==> config.mk <==
export PLATFORM = sky130hd
export DESIGN_NAME = instr_fetch
export DESIGN_NICKNAME = d
export VERILOG_FILES = /design/src/rtl/fetch_pkg.sv /design/src/rtl/instr_fetch.sv
export SDC_FILE = /design/constraint.sdc
export NUM_CORES = 1
export LEC_CHECK = 0
export ABC_AREA = 1
export BUFFER_PORTS_ARGS = -buffer_cell sky130_fd_sc_hd__buf_4
export CAP_MARGIN = 20
export CORE_AREA = 2 2 153 155
export DETAILED_ROUTE_END_ITERATION = 10
export DIE_AREA = 0 0 155 157
export PLACE_DENSITY_LB_ADDON = 0.15
export SLEW_MARGIN = 10
export SYNTH_ARGS = -nofsm -noshare
export SYNTH_HDL_FRONTEND = slang
export SYNTH_SLANG_ARGS = --single-unit
==> constraint.sdc <==
create_clock -name clk_in -period 3.17 [get_ports clk_in]
set_input_delay 0.317 -clock clk_in [delete_from_list [all_inputs] [get_ports clk_in]]
set_output_delay 0.317 -clock clk_in [all_outputs]
set_load 0.05 [all_outputs]
==> src/rtl/fetch_pkg.sv <==
// Shared definitions for the instruction fetch unit: FSM state encoding,
// instruction width and the sequential PC step.
package fetch_pkg;

  // Width of one instruction word returned by instruction memory.
  localparam int INSTR_WIDTH = 32;

  // Byte distance between consecutive sequential instructions.
  localparam int PC_INCR = 4;

  // Fetch FSM states.
  //   ST_REQ   : presenting a request for the instruction at pc_in
  //   ST_WAIT  : one request accepted, waiting for its response
  //   ST_HOLD  : instruction captured, offering it to decode
  //   ST_DRAIN : a redirect orphaned an accepted request; swallow its response
  typedef enum logic [1:0] {
    ST_REQ   = 2'd0,
    ST_WAIT  = 2'd1,
    ST_HOLD  = 2'd2,
    ST_DRAIN = 2'd3
  } fetch_state_e;

  // Force a redirect target onto an instruction boundary (clear the low two bits).
  function automatic logic [63:0] align_word(input logic [63:0] addr);
    align_word = {addr[63:2], 2'b00};
  endfunction

endpackage

==> src/rtl/instr_fetch.sv <==
// Instruction fetch unit. It issues one instruction-memory request at a time
// for the address held in an external program counter register, captures the
// response and offers it to decode. It computes the PC register's next value
// every cycle, so the external register closes the pc_next_out -> pc_in loop.
//
// Handshakes: every valid/ready pair transfers exactly on a rising clk_in edge
// where valid and ready are both high. A producer never withdraws valid or
// changes its payload while it waits for ready. The only exception is a
// redirect, which cancels whatever is in flight. Memory responses have no ready:
// imem_rsp_valid_in is high for exactly one cycle for each accepted request.
module instr_fetch
  import fetch_pkg::*;
#(
  parameter int ADDR_WIDTH_POW = 6,
  parameter int ADDR_WIDTH     = 1 << ADDR_WIDTH_POW,
  parameter int INSTR_WIDTH    = fetch_pkg::INSTR_WIDTH
) (
  input  logic                   clk_in,
  input  logic                   reset,
  // Program counter loop
  input  logic [ADDR_WIDTH-1:0]  pc_in,
  output logic [ADDR_WIDTH-1:0]  pc_next_out,
  // Instruction memory request channel
  output logic                   imem_req_valid_out,
  input  logic                   imem_req_ready_in,
  output logic [ADDR_WIDTH-1:0]  imem_addr_out,
  // Instruction memory response channel
  input  logic                   imem_rsp_valid_in,
  input  logic [INSTR_WIDTH-1:0] imem_rsp_data_in,
  // Decode channel
  output logic                   fetch_valid_out,
  input  logic                   fetch_ready_in,
  output logic [INSTR_WIDTH-1:0] fetch_instr_out,
  output logic [ADDR_WIDTH-1:0]  fetch_pc_out,
  // Control flow change
  input  logic                   redirect_in,
  input  logic [ADDR_WIDTH-1:0]  redirect_target_in,
  // Current FSM state, for observation only
  output fetch_state_e           dbg_state_out
);

  fetch_state_e           r_state;
  fetch_state_e           w_state_next;
  logic [INSTR_WIDTH-1:0] r_instr;
  logic [ADDR_WIDTH-1:0]  r_instr_pc;

  logic                   w_req_valid;
  logic                   w_req_fire;
  logic                   w_capture;
  logic [ADDR_WIDTH-1:0]  w_target_aligned;
  logic [ADDR_WIDTH-1:0]  w_pc_seq;

  // Redirect targets land on an instruction boundary.
  assign w_target_aligned = {redirect_target_in[ADDR_WIDTH-1:2], 2'b00};

  // Sequential successor; the addition wraps at the top of the address space.
  assign w_pc_seq = pc_in + ADDR_WIDTH'(PC_INCR);

  // A request goes out only in REQ, and never while reset holds the block idle.
  assign w_req_valid = (r_state == ST_REQ) && !reset;
  assign w_req_fire  = w_req_valid && imem_req_ready_in;

  // A response is kept only when it is the answer to a live request, that is,
  // in WAIT with no redirect in the same cycle.
  assign w_capture = (r_state == ST_WAIT) && imem_rsp_valid_in && !redirect_in && !reset;

  // Next FSM state: at most one request outstanding, and redirects cancel in-flight work.
  always_comb begin
    w_state_next = r_state;
    unique case (r_state)
      ST_REQ: begin
        // An accepted request cannot be withdrawn; a redirect that arrives
        // together with acceptance has to wait out the stale response.
        if (w_req_fire) w_state_next = redirect_in ? ST_DRAIN : ST_WAIT;
      end
      ST_WAIT: begin
        if (redirect_in) w_state_next = imem_rsp_valid_in ? ST_REQ : ST_DRAIN;
        else if (imem_rsp_valid_in) w_state_next = ST_HOLD;
      end
      ST_HOLD: begin
        // A redirect kills the held instruction even if decode is ready now.
        if (redirect_in || fetch_ready_in) w_state_next = ST_REQ;
      end
      ST_DRAIN: begin
        // Once the stale response has arrived nothing is in flight. A redirect
        // in the same cycle is already reflected in pc_next_out, so the next
        // request uses its target.
        if (imem_rsp_valid_in) w_state_next = ST_REQ;
      end
      default: w_state_next = ST_REQ;
    endcase
  end

  // State register; reset abandons any outstanding request.
  always_ff @(posedge clk_in) begin
    if (reset) r_state <= ST_REQ;
    else       r_state <= w_state_next;
  end

  // Instruction holding register: it loads only on a kept response and
  // otherwise stays stable while decode stalls.
  always_ff @(posedge clk_in) begin
    if (reset) begin
      r_instr    <= '0;
      r_instr_pc <= '0;
    end else if (w_capture) begin
      r_instr    <= imem_rsp_data_in;
      r_instr_pc <= pc_in;
    end
  end

  // Next PC: reset, then redirect, then sequential step on a kept response, else hold.
  always_comb begin
    pc_next_out = pc_in;
    if (reset)                                              pc_next_out = '0;
    else if (redirect_in)                                   pc_next_out = w_target_aligned;
    else if ((r_state == ST_WAIT) && imem_rsp_valid_in)     pc_next_out = w_pc_seq;
  end

  assign imem_req_valid_out = w_req_valid;
  assign imem_addr_out      = pc_in;
  assign fetch_valid_out    = (r_state == ST_HOLD) && !reset;
  assign fetch_instr_out    = r_instr;
  assign fetch_pc_out       = r_instr_pc;
  assign dbg_state_out      = r_state;

endmodule

After elaboration in Yosys (flattened, before gate mapping)
Cells that the tools add are included.
- flip-flop bits (word level): 98
- logic and storage cells: 33
- output and inout port bits: 228
- input bits: 166
- eq/ne operators: 7
- muxes and demuxes: 11
- reductions and logical operators: 11
- $add $sub $neg: 1
- operators by type and width (operator ; number):
    $mux 64 ; 3
    $add 64x3->64 const B ; 1
    $mux 2 ; 7
    $pmux 2 s4 ; 1
    $logic_and 1x1->1 ; 6
    $ne 2x2->1 const B ; 3
    $eq 2x2->1 const B ; 2
    $reduce_and 4->1 ; 1
    $ne 3x3->1 const B ; 1
    $eq 2x1->1 const B ; 1
    $logic_not 1->1 ; 2
    $logic_not 2->1 ; 1
    $logic_or 1x1->1 ; 1

Depth between registers and ports, before layout
- word-level depth: 5
- gate-level depth with buffers: 13
- gate-level depth less buffers: 12

Worst setup path after synthesis
Ideal clock, no wire load.
- kind: flip-flop to output port
- start point: reg r_state[0], in the netlist dbg_state_out[0]
- end point: out pc_next_out[34]
- cell stages (with the launch flop): 11
- slack: 526 ps
- path buffers: 2
- arrival: 2327 ps
- data required time: 2853 ps
- cell sequence: dfxtp_1 -> nand3_4 -> buf_6 -> clkinv_2 -> buf_6 -> nand2_1 -> nor2_1 -> nand2_1 -> o21ai_1 -> a21oi_1 -> nor2_1
- cells in the longest elaborated chain, start to end: 5
- ends and longest elaborated chain (what ; line ; text):
    start: declaration ; instr_fetch.sv:42 ; fetch_state_e r_state;
    start signal: assignment ; instr_fetch.sv:97 ; else r_state <= w_state_next;
    $eq 2x1->1 ; instr_fetch.sv:117 ; else if ((r_state == ST_WAIT) && imem_rsp_valid_in) pc_next_out = w_pc_seq;
    $logic_and 1x1->1 ; instr_fetch.sv:117 ;
    $mux 64 ; instr_fetch.sv:117 ;
    $mux 64 ; instr_fetch.sv:116 ; else if (redirect_in) pc_next_out = w_target_aligned;
    $mux 64 ; instr_fetch.sv:115 ; if (reset) pc_next_out = '0;
    end: declaration ; instr_fetch.sv:22 ; output logic [ADDR_WIDTH-1:0] pc_next_out,
No other way between the ends.

Worst setup path in the final report
- start point: reg r_state[0], in the netlist dbg_state_out[0]
- end point: out pc_next_out[23]
The elaborated chain is that of the path after synthesis.

==> results.yml <==
drt:
  drc: 0
  detail-route-antenna-nets: 0
  drt-pass1-iter-count: 5
  vias: 8698
  wl_um: 30800
  drtIter0Drc: 612
  wire_per_inst_um: 17.1
  viasPerCell: 4.82
final_layout:
  diodes: 0
  final_cell_mix: "buf_4, nand2_1, o21ai_0"
  final_nets: 1682
  final_common_cell: "buf_4"
  drive_gt1_share_pct: 29.1
  area_growth_pct: 42.3
setup_path:
  r2r_start: "dbg_state_out[0]"
  timing.rr.end: "fetch_pc_out[29]"
  required_ns: 2.85
  r2r_cells: 4
  crit_start: "dbg_state_out[0]"
  arrival_ns: 2.65
  r2r_slack_ns: 1.02
  start_kind: "register"
  cp_max_fo: 12
  worstSetupPathType: "reg -> out"
  critPathCaptureType: "output port"
placed_design:
  hpwl_um: 24400
  io_buffer_count: 391
  gp_congestion: 0.923
timing:
  hold_viol_final: 0
  fin_crit_sh_pct: 93.4
  slew_violations: 0
  whs_ns: 0.150
  rsz0062_at_grt: "no"
  finClkSkew_ns: 0.0108
  relSlewSlack_pct: 32.4
  worst_pin_slew_ns: 1.01
  timing.setup.tns_ns: 0
  timing.fmax_mhz: 338
  post-route-min-period_ns: 2.96
  setup_viol: 0
floorplan:
  fp-row-count: 55
  design.core.area_mm2: 0.0225
  initial_core_util_pct: 31.5
  ios: 394
  fp.dieW_um: 155
  die_area_mm2: 0.0243
  die_h_um: 157
flow_run:
  cap_violations: 0
min_path:
  min_path_cells: 3
  worstHoldPathType: "in -> reg"
  worstHoldStart: "imem_rsp_data_in[30]"
  whs_endpoint: "fetch_instr_out[30]"
power:
  leakagePower_nw: 5.01
  finalPower_mw: 4.28
  power_density_mw_per_mm2: 424
  ir_drop_mv: 0.214
clocking:
  insertion_delay_ns: 0.36
  cts_tree: "built"
  cts_buffers: 9
  clock_path_buffers: 2
  cts_setup_buffers: 0
  clk_pin_slew_ns: 0.08
  holdBufCountCts: 0
  h-tree-depth: 3
  cts_resized: 0
  clock-root-buffer: "clkbuf_16"
  clock_sinks: 98
logic_synthesis:
  ys_warn_count: 0
  syn_inst: 1221
  ys_ff_latch: 98
  synthesis.nets: 1388
  seq_area_frac_synth_pct: 27.6
  synth_cell_types: 36
  syn_avg_cell_area_um2: 5.81
  netlist_area_mm2: 0.00710
global_route:
  first_global_vias: 8025
  grt_pass1_wl_um: 46000
  grtUsageTotal_pct: 24.5
  antenna_found_initial: 0
  overflow: 0
  grt_max_degree: 118
run_status:
  status: "finished, final reports clean"
[layer usage]
metal  part of all wire [%]  global-route usage (%)  routed length, µm  up-vias
li1                       -                       -                  -     4422
met4                    2.2                    7.54                673        0
met1                     44                    32.0              13400     3900
met3                    7.3                    4.27               2250       38
met2                     47                    41.2              14400      338
met5                      0                       0                  0        -
[layout make-up]
| cell class | count | area [µm²] |
|---|---|---|
| Inverter | 132 | 499 |
| Tap cell | 285 | 357 |
| Multi-Input combinational cell | 874 | 3930 |
| Sequential cell | 98 | 1960 |
| Clock buffer | 9 | 225 |
| Clock inverter | 7 | 85.1 |
| Fill cell | 2421 | 12400 |
| Timing Repair Buffer | 400 | 3040 |
[cells by family after synthesis]
family	after synthesis	synth area share, %
AOI/OAI and AO/OA	186	13.7
xor gates and xnor gates	2	0.247
adders and majority gates	1	0.176
buffers and inverters	249	17.0
DFF	98	27.6
and+or+nand+nor	685	41.3
[Yosys cell counts]
| cell type | n | area, µm² |
|---|---|---|
| a31oi_1 | 1 | 6.26 |
| nor2_2 | 8 | 50.1 |
| buf_6 | 2 | 22.5 |
| buf_1 | 6 | 22.5 |
| nand3_1 | 107 | 536 |
| buf_4 | 64 | 480 |
| nor4_1 | 2 | 12.5 |
| nand3_2 | 1 | 10.0 |
| nor3b_1 | 1 | 7.51 |
| o21ai_0 | 141 | 706 |
| or2_2 | 1 | 6.26 |
| o211ai_1 | 8 | 60.1 |
| nand3b_1 | 10 | 75.1 |
| o21ai_1 | 5 | 25.0 |
| nor2_1 | 117 | 439 |
| nand3_4 | 1 | 17.5 |
| o221ai_1 | 3 | 26.3 |
| inv_2 | 2 | 7.51 |
| ha_1 | 1 | 12.5 |
| clkbuf_1 | 35 | 131 |
| dfxtp_1 | 98 | 1960 |
| or2_0 | 2 | 12.5 |
| inv_1 | 129 | 484 |
| nor2_4 | 4 | 45.0 |
| a21oi_1 | 26 | 130 |
| clkinv_2 | 1 | 5.00 |
| a211oi_1 | 1 | 7.51 |
| nor3_2 | 2 | 20.0 |
| nand4_1 | 24 | 150 |
| buf_2 | 10 | 50.1 |
| nand2_2 | 2 | 12.5 |
| xor2_1 | 2 | 17.5 |
| nor3_4 | 1 | 16.3 |
| nor3_1 | 12 | 60.1 |
| a31o_2 | 1 | 8.76 |
| nand2_1 | 390 | 1460 |
[per-stage QoR]
stage | utilization (%) | std cells | cell area [µm²] | worst slack, ns
2_1_floorplan | - | 1221 | 7100 | 0.526
3_3_place_gp | 43.5 | 1789 | 9790 | 0.679
3_5_place_dp | 43.5 | 1789 | 9790 | 0.653
4_1_cts | 44.9 | 1805 | 10100 | 0.238
5_1_grt | 44.9 | 1805 | 10100 | 0.0576
6_report | 44.9 | 1805 | 10100 | 0.208
[registers in the layout, indices dropped and copies added (netlist names)]
signal           flops
dbg_state_out        2
fetch_instr_out     32
fetch_pc_out        64
[report_power, final]
part           switching [mW]  internal, mW
combinational            1.23         0.525
clock                   0.596         0.564
sequential             0.0544          1.31
[worst max path at each step]
stage                      endpoint  slack [ns]  cells past startpoint
detailed placement  pc_next_out[23]        0.65                     10
floorplan           pc_next_out[34]        0.53                     10
global route        pc_next_out[23]        0.06                     10
global placement    pc_next_out[23]        0.68                     10
finish              pc_next_out[23]        0.21                     10
CTS                 pc_next_out[23]        0.24                     10
[worst max-delay path: stages, from the launching register on]
cell,delay (ns)
dfxtp_1,0.50
nand3_4,0.29
nor2_4,0.24
nand3_1,0.16
nor2_1,0.38
nand2_1,0.12
or2_0,0.22
nand3_1,0.08
nand2_1,0.07
inv_1,0.05
buf_4,0.19
No activity file was read; power rests on OpenSTA's default activity.
